==> src/rtl/uart_byte_fifo.sv <==
// Byte FIFO between uart_rx and uart_tx with a three-state read sequencer.
// Define UART_FIFO_OVF_CNT_EN to add the saturating o_Ovf_Count dropped-byte counter.
module uart_byte_fifo #(
  parameter int unsigned DEPTH = 16,
  parameter int unsigned AW    = 4
) (
  input  logic          i_Clock,
  input  logic          i_Rst_n,
  input  logic          i_RX_DV,
  input  logic [7:0]    i_RX_Byte,
  output logic          o_TX_DV,
  output logic [7:0]    o_TX_Byte,
  input  logic          i_TX_Active,
  input  logic          i_TX_Done,
  output logic          o_Empty,
  output logic          o_Full,
  output logic [AW:0]   o_Count,
  output logic          o_Overflow,
  input  logic          i_Ovf_Clr
`ifdef UART_FIFO_OVF_CNT_EN
  ,
  output logic [7:0]    o_Ovf_Count
`endif
);

  localparam int unsigned CW = AW + 1;
  localparam logic [CW-1:0] FULL_CNT = CW'(DEPTH);

  typedef enum logic [1:0] {IDLE, LOAD, WAIT_DONE} state_t;

  state_t          state;
  state_t          state_next;
  logic [7:0]      mem [DEPTH];
  logic [AW-1:0]   wr_ptr;
  logic [AW-1:0]   rd_ptr;
  logic [CW-1:0]   count;
  logic [CW-1:0]   count_next;
  logic            push;
  logic            pop;
  logic            ovf_event;

  assign o_Count = count;

  // Read sequencer and occupancy bookkeeping; a write to a full FIFO is dropped even if a pop frees a slot.
  always_comb begin
    state_next = state;
    pop        = 1'b0;
    push       = i_RX_DV && (count != FULL_CNT);
    ovf_event  = i_RX_DV && (count == FULL_CNT);
    case (state)
      IDLE: begin
        if ((count != '0) && !i_TX_Active) begin
          state_next = LOAD;
          pop        = 1'b1;
        end
      end
      LOAD:      state_next = WAIT_DONE;
      WAIT_DONE: if (i_TX_Done) state_next = IDLE;
      default:   state_next = IDLE;
    endcase
    count_next = count + CW'(push) - CW'(pop);
  end

  always_ff @(posedge i_Clock or negedge i_Rst_n) begin
    if (!i_Rst_n) begin
      state <= IDLE;
    end else begin
      state <= state_next;
    end
  end

  always_ff @(posedge i_Clock or negedge i_Rst_n) begin
    if (!i_Rst_n) begin
      wr_ptr    <= '0;
      rd_ptr    <= '0;
      count     <= '0;
      o_TX_DV   <= 1'b0;
      o_TX_Byte <= 8'h00;
      o_Empty   <= 1'b1;
      o_Full    <= 1'b0;
    end else begin
      if (push) wr_ptr <= wr_ptr + AW'(1);
      if (pop) begin
        rd_ptr    <= rd_ptr + AW'(1);
        o_TX_Byte <= mem[rd_ptr];
      end
      count   <= count_next;
      o_TX_DV <= (state_next == LOAD);
      o_Empty <= (count_next == '0);
      o_Full  <= (count_next == FULL_CNT);
    end
  end

  // Storage is intentionally not reset.
  always_ff @(posedge i_Clock) begin
    if (push) mem[wr_ptr] <= i_RX_Byte;
  end

  // Overflow set dominates a simultaneous clear.
  always_ff @(posedge i_Clock or negedge i_Rst_n) begin
    if (!i_Rst_n) begin
      o_Overflow <= 1'b0;
    end else if (ovf_event) begin
      o_Overflow <= 1'b1;
    end else if (i_Ovf_Clr) begin
      o_Overflow <= 1'b0;
    end
  end

`ifdef UART_FIFO_OVF_CNT_EN
  always_ff @(posedge i_Clock or negedge i_Rst_n) begin
    if (!i_Rst_n) begin
      o_Ovf_Count <= 8'h00;
    end else if (ovf_event) begin
      if (i_Ovf_Clr)                 o_Ovf_Count <= 8'h01;
      else if (o_Ovf_Count != 8'hFF) o_Ovf_Count <= o_Ovf_Count + 8'h01;
    end else if (i_Ovf_Clr) begin
      o_Ovf_Count <= 8'h00;
    end
  end
`endif

endmodule

==> config.mk <==
export PLATFORM = sky130hd
export DESIGN_NAME = uart_byte_fifo
export DESIGN_NICKNAME = d
export VERILOG_FILES = /design/src/rtl/uart_byte_fifo.sv
export SDC_FILE = /design/constraint.sdc
export NUM_CORES = 1
export LEC_CHECK = 0
export CORE_AREA = 2 2 112 114
export CTS_CLUSTER_SIZE = 10
export DETAILED_ROUTE_END_ITERATION = 8
export DIE_AREA = 0 0 114 116
export PLACE_DENSITY = 0.74
export SLEW_MARGIN = 20
export SYNTH_ARGS = -nofsm -noshare
export SYNTH_HDL_FRONTEND = slang
export SYNTH_SLANG_ARGS = --single-unit
==> constraint.sdc <==
create_clock -name i_Clock -period 2.7 [get_ports i_Clock]
set_input_delay 0.405 -clock i_Clock [delete_from_list [all_inputs] [get_ports i_Clock]]
set_output_delay 0.405 -clock i_Clock [all_outputs]
set_load 0.01 [all_outputs]
==> results of run 1 <==
-- worst min path at each step --
| stage | from | end | slack, ps | cells past startpoint |
|---|---|---|---|---|
| after floorplan | i_Rst_n | o_Count[0] | 110 | 0 |
| after global placement | o_TX_Byte[1] | o_TX_Byte[1] | 470 | 2 |
| after detailed placement | o_TX_Byte[7] | o_TX_Byte[7] | 480 | 2 |
| after CTS | i_Rst_n | wr_ptr[3] | 350 | 1 |
| after global routing | i_Rst_n | o_Count[3] | 400 | 1 |
| final | i_Rst_n | o_Count[3] | 360 | 1 |
-- power by group through the flow --
| stage | Sequential (W) | Clock, W | Combinational, W |
|---|---|---|---|
| final | 0.00324 | 0.00256 | 0.00270 |
| after global routing | 0.00328 | 0.00269 | 0.00293 |
| after CTS | 0.00323 | 0.00260 | 0.00261 |
| after detailed placement | 0.00327 | 0 | 0.00253 |
| after global placement | 0.00325 | 0 | 0.00248 |
| after floorplan | 0.00323 | 0 | 0.00176 |
-- kinds of logic (layout without fill, tap and decap cells) --
kind of cell,after synthesis,after routing
AOI/OAI and AO/OA,14,14
DFF,155,155
buffers and inverters,32,106
xor gates and xnor gates,10,10
muxes,57,57
and+or+nand+nor,44,44
adders and majority gates,12,12
-- layer usage --
metal	GRT usage, %	up-vias
li1	-	1400
met1	23.80	1543
met2	31.59	93
met3	5.073	12
met4	7.073	0
met5	0	-
-- layout make-up --
cell class,instances,area [µm²]
Clock inverter,15,220.2
Tap cell,147,183.9
Multi-Input combinational cell,137,1723
Inverter,16,62.56
Clock buffer,17,425.4
Timing Repair Buffer,58,523.0
Sequential cell,155,4522
Fill cell,797,4252
-- cells in the final DEF, fill, tap and decap left out, types with 6 or more instances in the layout --
cell type,count
sky130_fd_sc_hd__mux4_1,23
sky130_fd_sc_hd__dfrtp_1,25
sky130_fd_sc_hd__clkbuf_16,17
sky130_fd_sc_hd__o21ai_1,8
sky130_fd_sc_hd__ha_1,8
sky130_fd_sc_hd__mux2i_1,16
sky130_fd_sc_hd__inv_1,11
sky130_fd_sc_hd__and2_1,8
sky130_fd_sc_hd__edfxtp_1,128
sky130_fd_sc_hd__clkdlybuf4s50_1,30
sky130_fd_sc_hd__buf_4,27
sky130_fd_sc_hd__nand2_1,15
sky130_fd_sc_hd__mux4_2,9
sky130_fd_sc_hd__xnor2_1,6
sky130_fd_sc_hd__mux2_2,9
-- worst max-delay path: stages, from the launching register on --
cell                      delay [ps]
sky130_fd_sc_hd__dfrtp_1         350
sky130_fd_sc_hd__inv_2            60
sky130_fd_sc_hd__ha_4            150
sky130_fd_sc_hd__nor4b_4         120
sky130_fd_sc_hd__or4_4           450
sky130_fd_sc_hd__inv_4            80
sky130_fd_sc_hd__ha_4            120
sky130_fd_sc_hd__inv_2            40
sky130_fd_sc_hd__ha_4            150
sky130_fd_sc_hd__fa_2            370
sky130_fd_sc_hd__xor2_2          200
sky130_fd_sc_hd__or3_4           370
sky130_fd_sc_hd__nor3_4          180
-- sequential cells by signal, indices dropped and copies added, names as in the netlist --
name and count:
mem 128, o_Count 5, o_Empty 1, o_Full 1, o_Overflow 1, o_TX_Byte 8, o_TX_DV 1, rd_ptr 4
state 2, wr_ptr 4
-- per-stage QoR --
| step | hold slack, ps | power [W] | util, % | std cells |
|---|---|---|---|---|
| 6_report | 355.6 | 0.008504 | 64.31 | 545 |
| 5_1_grt | 395.8 | 0.008902 | 64.31 | 545 |
| 4_1_cts | 351.3 | 0.008440 | 63.89 | 544 |
| 3_5_place_dp | 479.8 | 0.005798 | 58.34 | 512 |
| 3_3_place_gp | 474.7 | 0.005733 | 58.34 | 512 |
| 2_1_floorplan | 109.4 | 0.004987 | - | 324 |
-- timing repair --
action / 4_1_cts / 5_1_grt
pin swaps: 3 / 1
gates resized for setup: 4 / 7
buffers inserted: 0 / 1
endpoints found under the setup margin: 2 / 2
==> report_table.html, run 1 <==
<table>
<tr><th>Metric</th><th>Value</th></tr>
<tr><th colspan="2">Worst setup path</th></tr>
<tr><td>Crit start category</td><td>flip-flop</td></tr>
<tr><td>CP Capture Type</td><td>flip-flop</td></tr>
<tr><td>Register-to-register path setup slack</td><td>0.04 ps</td></tr>
<tr><td>Data arrival time of the worst path</td><td>3040 ps</td></tr>
<tr><td>Crit Path Category</td><td>flip-flop to flip-flop</td></tr>
<tr><td>Data required time of the critical path</td><td>3040 ps</td></tr>
<tr><td>Number of cells traversed by the worst register-to-register path</td><td>12</td></tr>
<tr><td>Beginning of the critical path</td><td>o_Count[2]</td></tr>
<tr><td>Critical R2R Capture</td><td>o_Empty</td></tr>
<tr><td>Worst setup path endpoint</td><td>o_Empty</td></tr>
<tr><td>CP max FO</td><td>2</td></tr>
<tr><td>Worst R2R Start</td><td>o_Count[2]</td></tr>
<tr><th colspan="2">Detailed routing</th></tr>
<tr><td>Length of routed wiring on met1</td><td>4759 µm</td></tr>
<tr><td>Wire length on met3</td><td>651 µm</td></tr>
<tr><td>Total length of routed wires</td><td>11400 µm</td></tr>
<tr><td>Number of iterations in the first detailed-routing pass</td><td>4</td></tr>
<tr><td>Metal2 WL</td><td>5820 µm</td></tr>
<tr><td>First DRT Iteration DRCs</td><td>169</td></tr>
<tr><td>Vias/cell</td><td>5.593</td></tr>
<tr><td>WL per Instance</td><td>20.91 µm</td></tr>
<tr><td>Drt drc</td><td>0</td></tr>
<tr><td>Antenna violation net count after detailed routing</td><td>0</td></tr>
<tr><td>Top layer reached by signal wires</td><td>met4</td></tr>
<tr><td>Vias</td><td>3048</td></tr>
<tr><th colspan="2">Die</th></tr>
<tr><td>Die Outline Area</td><td>13220 µm²</td></tr>
<tr><td>Die span in x</td><td>114 µm</td></tr>
<tr><td>Chip Height</td><td>116 µm</td></tr>
<tr><td>Standard-cell rows</td><td>40</td></tr>
<tr><td>Effective utilization at floorplan</td><td>53.03%</td></tr>
<tr><td>Count of pins on the block boundary</td><td>31</td></tr>
<tr><td>Floorplan Core Area</td><td>11910 µm²</td></tr>
<tr><th colspan="2">Power</th></tr>
<tr><td>Leakage</td><td>2.784 nW</td></tr>
<tr><td>Largest vdd supply drop</td><td>617.4 µV</td></tr>
<tr><td>Net Sw Frac</td><td>29.07%</td></tr>
<tr><td>Share of power burned in registers</td><td>38.1%</td></tr>
<tr><td>Clock share of power</td><td>30.1%</td></tr>
<tr><td>P_sw</td><td>0.002472 W</td></tr>
<tr><td>Internal Dissipation</td><td>0.006031 W</td></tr>
<tr><td>Power density over cell area</td><td>1110 nW/µm²</td></tr>
<tr><td>Proportion of power drawn by combinational gates</td><td>31.8%</td></tr>
<tr><th colspan="2">STA</th></tr>
<tr><td>Achievable frequency</td><td>0.3704 GHz</td></tr>
<tr><td>Final Max Tran Viols</td><td>0</td></tr>
<tr><td>Min Tclk post-route</td><td>2700 ps</td></tr>
<tr><td>Total negative slack for setup checks</td><td>0 ps</td></tr>
<tr><td>Unrepaired setup endpoints after global routing</td><td>yes</td></tr>
<tr><td>Final Worst Setup Slack</td><td>0.04108 ps</td></tr>
<tr><td>Final worst path period share</td><td>100.0%</td></tr>
<tr><td>Number of failing setup endpoints in the final timing report</td><td>0</td></tr>
<tr><td>Max_slew headroom</td><td>60.58%</td></tr>
<tr><td>Worst Tran Pin Value</td><td>589.5 ps</td></tr>
<tr><td>Skew final</td><td>5.827 ps</td></tr>
<tr><td>Final hold violation count</td><td>0</td></tr>
<tr><th colspan="2">Yosys</th></tr>
<tr><td>Combinational family with the most area after synthesis</td><td>multiplexers</td></tr>
<tr><td>Simple-gate portion of the synthesized area</td><td>3.744%</td></tr>
<tr><td>Asr flop ratio synth</td><td>17.42%</td></tr>
<tr><td>Top cells by instance count after synthesis</td><td>sky130_fd_sc_hd__edfxtp_1 (128), sky130_fd_sc_hd__dfrtp_1 (26), sky130_fd_sc_hd__mux4_1 (23)</td></tr>
<tr><td>Share of the synthesized area in compound gates (AO/OA/AOI/OAI)</td><td>1.189%</td></tr>
<tr><td>Mux share of post-synthesis cell area</td><td>16.92%</td></tr>
<tr><td>Dominant cells by area after synthesis</td><td>sky130_fd_sc_hd__edfxtp_1 (61%), sky130_fd_sc_hd__dfrtp_1 (10%), sky130_fd_sc_hd__mux4_1 (9.6%)</td></tr>
<tr><td>Total standard cell area after synthesis</td><td>6316 µm²</td></tr>
<tr><td>Mapped Cells</td><td>324</td></tr>
<tr><td>Prevailing post-synth register cell</td><td>sky130_fd_sc_hd__edfxtp_1</td></tr>
<tr><td>Adder and majority cell fraction of the synthesized area</td><td>2.496%</td></tr>
<tr><td>Cell type with the highest aggregate area in the netlist</td><td>sky130_fd_sc_hd__edfxtp_1</td></tr>
<tr><td>Fraction of synthesized cell area in xor and xnor cells</td><td>1.387%</td></tr>
<tr><td>FF+latch count, synth</td><td>155</td></tr>
<tr><td>Most numerous cell in the Yosys netlist</td><td>sky130_fd_sc_hd__edfxtp_1</td></tr>
<tr><td>EDFF count, synth</td><td>128</td></tr>
<tr><td>Sequential area share after synthesis</td><td>71.57%</td></tr>
<tr><td>Synth warn</td><td>0</td></tr>
<tr><td>Netlist cell types</td><td>36</td></tr>
<tr><td>Mean Syn Cell Area</td><td>19.49 µm²</td></tr>
<tr><td>Share of Yosys cell area claimed by the top area cell type</td><td>60.86%</td></tr>
<tr><td>Syn Nets</td><td>350</td></tr>
<tr><th colspan="2">Finish</th></tr>
<tr><td>Synthesis-to-finish area growth</td><td>21.28%</td></tr>
<tr><td>Proportion of layout cells with a drive suffix above 1</td><td>24.12%</td></tr>
<tr><td>Nets</td><td>411</td></tr>
<tr><td>Layout Cell Area excl Fill</td><td>7660 µm²</td></tr>
<tr><td>Final antenna diode count</td><td>0</td></tr>
<tr><th colspan="2">GRT</th></tr>
<tr><td>GRT Util Overall</td><td>18.82%</td></tr>
<tr><td>Number of antenna violations at the first check in global routing</td><td>0</td></tr>
<tr><td>Maximum number of pins on one net before global-route repair</td><td>28</td></tr>
<tr><td>Total grt overflow</td><td>0</td></tr>
<tr><td>Wire length of the first global-routing pass</td><td>17520 µm</td></tr>
<tr><td>Number of global-route vias before repair</td><td>3149</td></tr>
<tr><th colspan="2">Min path</th></tr>
<tr><td>Hold WC Path Type</td><td>input pin to asynchronous set/reset pin</td></tr>
<tr><th colspan="2">Clock network</th></tr>
<tr><td>Number of sinks handled by clock tree synthesis</td><td>155</td></tr>
<tr><td>Clock insertion delay at the later pin of the skew report</td><td>410 ps</td></tr>
<tr><td>CTS Root Buffer Type</td><td>sky130_fd_sc_hd__clkbuf_16</td></tr>
<tr><td>CTS tree</td><td>done</td></tr>
<tr><td>Number of buffers added by the clock tree synthesis step</td><td>17</td></tr>
<tr><td>Hold buffer count at cts</td><td>0</td></tr>
<tr><td>Clock-pin slew on the worst setup and hold paths</td><td>60 ps</td></tr>
<tr><td>Largest buffer count on any clock path</td><td>2</td></tr>
<tr><td>CTS H-tree depth</td><td>4</td></tr>
<tr><th colspan="2">Placement</th></tr>
<tr><td>Final HPWL DP</td><td>7045 µm</td></tr>
<tr><td>Worst slack at placement</td><td>-226.8 ps</td></tr>
<tr><td>IO buf count</td><td>30</td></tr>
<tr><td>Instance area at placement</td><td>6949 µm²</td></tr>
<tr><td>Final weighted congestion in routability-driven placement</td><td>0.7094</td></tr>
<tr><th colspan="2">Run status</th></tr>
<tr><td>Result of the run</td><td>finished clean</td></tr>
<tr><th colspan="2">Run</th></tr>
<tr><td>Max_cap viols</td><td>0</td></tr>
</table>
Note: power is estimated with default switching activity, not from simulation.
==> run 2: changes to the inputs <==
CORE_AREA = 2 2 140 142   (was 2 2 112 114)
DIE_AREA = 0 0 142 144   (was 0 0 114 116)
GPL_ROUTABILITY_DRIVEN = 0   (was default)
PLACE_DENSITY = default   (was 0.74)
==> run 2 against run 1 <==
First-iteration DRC count grew 15%. Sequential cell count is the same. Hold slack gained 84 ps.
==> report_table.html, run 2 (synthesis results as in run 1) <==
<table>
<tr><th>Metric</th><th>Value</th></tr>
<tr><th colspan="2">Power</th></tr>
<tr><td>Net Sw Frac</td><td>30.15% (was 29.07%)</td></tr>
<tr><td>Clock share of power</td><td>28.5% (was 30.1%)</td></tr>
<tr><td>Leakage</td><td>2.761 nW (was 2.784 nW)</td></tr>
<tr><td>Power density over cell area</td><td>1067 nW/µm² (was 1110 nW/µm²)</td></tr>
<tr><td>Share of power burned in registers</td><td>39.5% (was 38.1%)</td></tr>
<tr><td>Proportion of power drawn by combinational gates</td><td>32.1% (was 31.8%)</td></tr>
<tr><td>Largest vdd supply drop</td><td>505.2 µV (was 617.4 µV)</td></tr>
<tr><td>P_sw</td><td>0.002483 W (was 0.002472 W)</td></tr>
<tr><td>Internal Dissipation</td><td>0.005752 W (was 0.006031 W)</td></tr>
<tr><th colspan="2">Finish</th></tr>
<tr><td>Most frequent cells in the layout</td><td>sky130_fd_sc_hd__edfxtp_1 (128), sky130_fd_sc_hd__clkdlybuf4s50_1 (30), sky130_fd_sc_hd__buf_4 (29) (was sky130_fd_sc_hd__edfxtp_1 (128), sky130_fd_sc_hd__clkdlybuf4s50_1 (30), sky130_fd_sc_hd__buf_4 (27))</td></tr>
<tr><td>Proportion of layout cells with a drive suffix above 1</td><td>24.25% (was 24.12%)</td></tr>
<tr><td>Nets</td><td>413 (was 411)</td></tr>
<tr><td>Largest register by flop count</td><td>mem (unchanged)</td></tr>
<tr><td>Number of fill cells in the layout</td><td>1669 (was 797)</td></tr>
<tr><td>Combined flip-flop and latch cell area</td><td>4522 µm² (unchanged)</td></tr>
<tr><td>Multi-input gate area</td><td>1707 µm² (was 1723 µm²)</td></tr>
<tr><td>Synthesis-to-finish area growth</td><td>22.13% (was 21.28%)</td></tr>
<tr><td>Number of flip-flops in the largest register</td><td>128 (unchanged)</td></tr>
<tr><td>Most common cell after layout, fill and taps aside</td><td>sky130_fd_sc_hd__edfxtp_1 (unchanged)</td></tr>
<tr><td>Final antenna diode count</td><td>0 (unchanged)</td></tr>
<tr><th colspan="2">STA</th></tr>
<tr><td>Number of failing setup endpoints in the final timing report</td><td>0 (unchanged)</td></tr>
<tr><td>Skew final</td><td>7.087 ps (was 5.827 ps)</td></tr>
<tr><td>Achievable frequency</td><td>0.3728 GHz (was 0.3704 GHz)</td></tr>
<tr><td>Unrepaired setup endpoints after global routing</td><td>yes (unchanged)</td></tr>
<tr><td>Max_slew headroom</td><td>48.36% (was 60.58%)</td></tr>
<tr><td>Final Max Tran Viols</td><td>0 (unchanged)</td></tr>
<tr><td>Min Tclk post-route</td><td>2683 ps (was 2700 ps)</td></tr>
<tr><td>Final Worst Setup Slack</td><td>17.37 ps (was 0.04108 ps)</td></tr>
<tr><td>Worst Tran Pin Value</td><td>772.2 ps (was 589.5 ps)</td></tr>
<tr><td>Final hold violation count</td><td>0 (unchanged)</td></tr>
<tr><td>Post-route worst hold slack</td><td>439.6 ps (was 355.6 ps)</td></tr>
<tr><td>Final worst path period share</td><td>99.36% (was 100.0%)</td></tr>
<tr><th colspan="2">Worst setup path</th></tr>
<tr><td>Register-to-register path setup slack</td><td>20 ps (was 0.04 ps)</td></tr>
<tr><td>Crit start category</td><td>flip-flop (unchanged)</td></tr>
<tr><td>CP dominant cell by count</td><td>sky130_fd_sc_hd__ha_4 (unchanged)</td></tr>
<tr><td>CP Capture Type</td><td>flip-flop (unchanged)</td></tr>
<tr><td>Crit path buf inv count</td><td>3 (unchanged)</td></tr>
<tr><td>Number of cells traversed by the worst register-to-register path</td><td>11 (was 12)</td></tr>
<tr><td>Crit Path Category</td><td>flip-flop to flip-flop (unchanged)</td></tr>
<tr><td>Worst R2R Start</td><td>o_Count[2] (unchanged)</td></tr>
<tr><td>Critical R2R Capture</td><td>o_Empty (unchanged)</td></tr>
<tr><td>Family of cells with the greatest summed delay on the critical path</td><td>simple AND/OR/NAND/NOR gates (unchanged)</td></tr>
<tr><td>CP cell instances</td><td>inv_2 -&gt; ha_4 -&gt; nor4b_4 -&gt; or4_4 -&gt; inv_4 -&gt; ha_4 -&gt; inv_2 -&gt; ha_4 -&gt; fa_2 -&gt; or3_4 -&gt; nor3_2 (was inv_2 -&gt; ha_4 -&gt; nor4b_4 -&gt; or4_4 -&gt; inv_4 -&gt; ha_4 -&gt; inv_2 -&gt; ha_4 -&gt; fa_2 -&gt; xor2_2 -&gt; or3_4 -&gt; nor3_4)</td></tr>
<tr><td>CP max FO</td><td>2 (unchanged)</td></tr>
<tr><td>Data required time of the critical path</td><td>3040 ps (about the same)</td></tr>
<tr><td>Cell at the slowest stage of the critical path</td><td>sky130_fd_sc_hd__or4_4 (unchanged)</td></tr>
<tr><td>Maximum single-stage delay on the critical path</td><td>440 ps (was 450 ps)</td></tr>
<tr><td>Data arrival time of the worst path</td><td>3030 ps (was 3040 ps)</td></tr>
<tr><th colspan="2">Run status</th></tr>
<tr><td>Result of the run</td><td>finished clean (unchanged)</td></tr>
<tr><th colspan="2">Die</th></tr>
<tr><td>Floorplan Core Area</td><td>19080 µm² (was 11910 µm²)</td></tr>
<tr><td>Die span in x</td><td>142 µm (was 114 µm)</td></tr>
<tr><td>Standard-cell rows</td><td>51 (was 40)</td></tr>
<tr><td>Count of pins on the block boundary</td><td>31 (unchanged)</td></tr>
<tr><td>Effective utilization at floorplan</td><td>33.10% (was 53.03%)</td></tr>
<tr><td>Die Outline Area</td><td>20450 µm² (was 13220 µm²)</td></tr>
<tr><td>Chip Height</td><td>144 µm (was 116 µm)</td></tr>
<tr><th colspan="2">Clock network</th></tr>
<tr><td>Clock-pin slew on the worst setup and hold paths</td><td>60 ps (about the same)</td></tr>
<tr><td>Hold buffer count at cts</td><td>0 (unchanged)</td></tr>
<tr><td>CTS tree</td><td>done (unchanged)</td></tr>
<tr><td>Clock insertion delay at the later pin of the skew report</td><td>420 ps (was 410 ps)</td></tr>
<tr><td>Number of sinks handled by clock tree synthesis</td><td>155 (unchanged)</td></tr>
<tr><td>Number of buffers added by the clock tree synthesis step</td><td>17 (unchanged)</td></tr>
<tr><td>CTS Root Buffer Type</td><td>sky130_fd_sc_hd__clkbuf_16 (unchanged)</td></tr>
<tr><td>CTS H-tree depth</td><td>4 (unchanged)</td></tr>
<tr><td>Largest buffer count on any clock path</td><td>2 (unchanged)</td></tr>
<tr><th colspan="2">Detailed routing</th></tr>
<tr><td>First DRT Iteration DRCs</td><td>194 (was 169)</td></tr>
<tr><td>Vias/cell</td><td>4.850 (was 5.593)</td></tr>
<tr><td>Drt drc</td><td>0 (unchanged)</td></tr>
<tr><td>Total length of routed wires</td><td>11660 µm (was 11400 µm)</td></tr>
<tr><td>Number of iterations in the first detailed-routing pass</td><td>4 (unchanged)</td></tr>
<tr><td>Antenna violation net count after detailed routing</td><td>0 (unchanged)</td></tr>
<tr><td>WL per Instance</td><td>18.27 µm (was 20.91 µm)</td></tr>
<tr><td>Vias</td><td>3094 (was 3048)</td></tr>
<tr><th colspan="2">Min path</th></tr>
<tr><td>Hold WC Path Type</td><td>input pin to asynchronous set/reset pin (unchanged)</td></tr>
<tr><th colspan="2">GRT</th></tr>
<tr><td>Number of global-route vias before repair</td><td>3224 (was 3149)</td></tr>
<tr><td>Number of antenna violations at the first check in global routing</td><td>0 (unchanged)</td></tr>
<tr><td>GRT Util Overall</td><td>12.32% (was 18.82%)</td></tr>
<tr><td>Total grt overflow</td><td>0 (unchanged)</td></tr>
<tr><td>Maximum number of pins on one net before global-route repair</td><td>29 (was 28)</td></tr>
<tr><td>Wire length of the first global-routing pass</td><td>18170 µm (was 17520 µm)</td></tr>
<tr><th colspan="2">Run</th></tr>
<tr><td>Max_cap viols</td><td>0 (unchanged)</td></tr>
<tr><th colspan="2">Placement</th></tr>
<tr><td>IO buf count</td><td>30 (unchanged)</td></tr>
<tr><td>Worst slack at placement</td><td>-191.1 ps (was -226.8 ps)</td></tr>
<tr><td>Final HPWL DP</td><td>7378 µm (was 7045 µm)</td></tr>
</table>
## run 2: power groups by stage
| stage | logic (W) | clock network (W) | registers [W] |
|---|---|---|---|
| final | 0.00264 | 0.00234 | 0.00325 |
| after global routing | 0.00288 | 0.00249 | 0.00329 |
| after CTS | 0.00263 | 0.00240 | 0.00325 |
| after detailed placement | 0.00254 | 0 | 0.00329 |
| after global placement | 0.00250 | 0 | 0.00327 |
| after floorplan | 0.00176 | 0 | 0.00323 |
## run 2: through the flow
step	setup TNS, ps	utilization (%)	power, W	cells	area [µm²]
finish	0	40.43	0.008234	638	7714
global route	-122.9	40.43	0.008669	638	7714
CTS	0	40.27	0.008277	635	7684
detailed placement	-364.4	37.02	0.005835	603	7063
global placement	-297.2	37.02	0.005767	603	7063
floorplan	-45.38	-	0.004987	324	6361
## run 2: layout make-up
class / count / share of cell area [%]
Inverter: 16 / 0.8110
Clock buffer: 17 / 5.515
Clock inverter: 15 / 2.092
Tap cell: 238 / 3.861
Timing Repair Buffer: 60 / 6.975
Multi-Input combinational cell: 137 / 22.12
Sequential cell: 155 / 58.62
## run 2: worst max path at each step
stage | startpoint | end | slack [ps] | depth (start not counted)
global placement | i_TX_Active | o_Full | -150 | 9
CTS | o_Count[2] | o_Full | 9 | 11
global route | o_Count[2] | o_Empty | -70 | 11
floorplan | o_Count[2] | o_Full | -20 | 11
detailed placement | i_TX_Active | o_Empty | -190 | 9
finish | o_Count[2] | o_Empty | 20 | 11
## run 2: metal layers
| layer | global-route usage [%] | share of wire, % | vias to the layer above |
|---|---|---|---|
| met5 | 0 | 0 | - |
| met4 | 5.684 | 1.9 | 0 |
| met3 | 3.146 | 2.8 | 16 |
| met2 | 20.04 | 49 | 52 |
| met1 | 15.58 | 47 | 1616 |
| li1 | - | - | 1410 |
## run 2: worst register-to-register path: stages, from the launching register on
cell and delay (ps):
sky130_fd_sc_hd__dfrtp_1 370, sky130_fd_sc_hd__inv_2 60, sky130_fd_sc_hd__ha_4 150, sky130_fd_sc_hd__nor4b_4 120
sky130_fd_sc_hd__or4_4 440, sky130_fd_sc_hd__inv_4 80, sky130_fd_sc_hd__ha_4 190, sky130_fd_sc_hd__inv_2 60
sky130_fd_sc_hd__ha_4 120, sky130_fd_sc_hd__fa_2 430, sky130_fd_sc_hd__or3_4 410, sky130_fd_sc_hd__nor3_2 170
## run 2: repair_timing
action,in CTS,in global routing
pin swaps,1,2
setup buffers,0,3
endpoints found under the setup margin,2,2
resized for setup,6,2
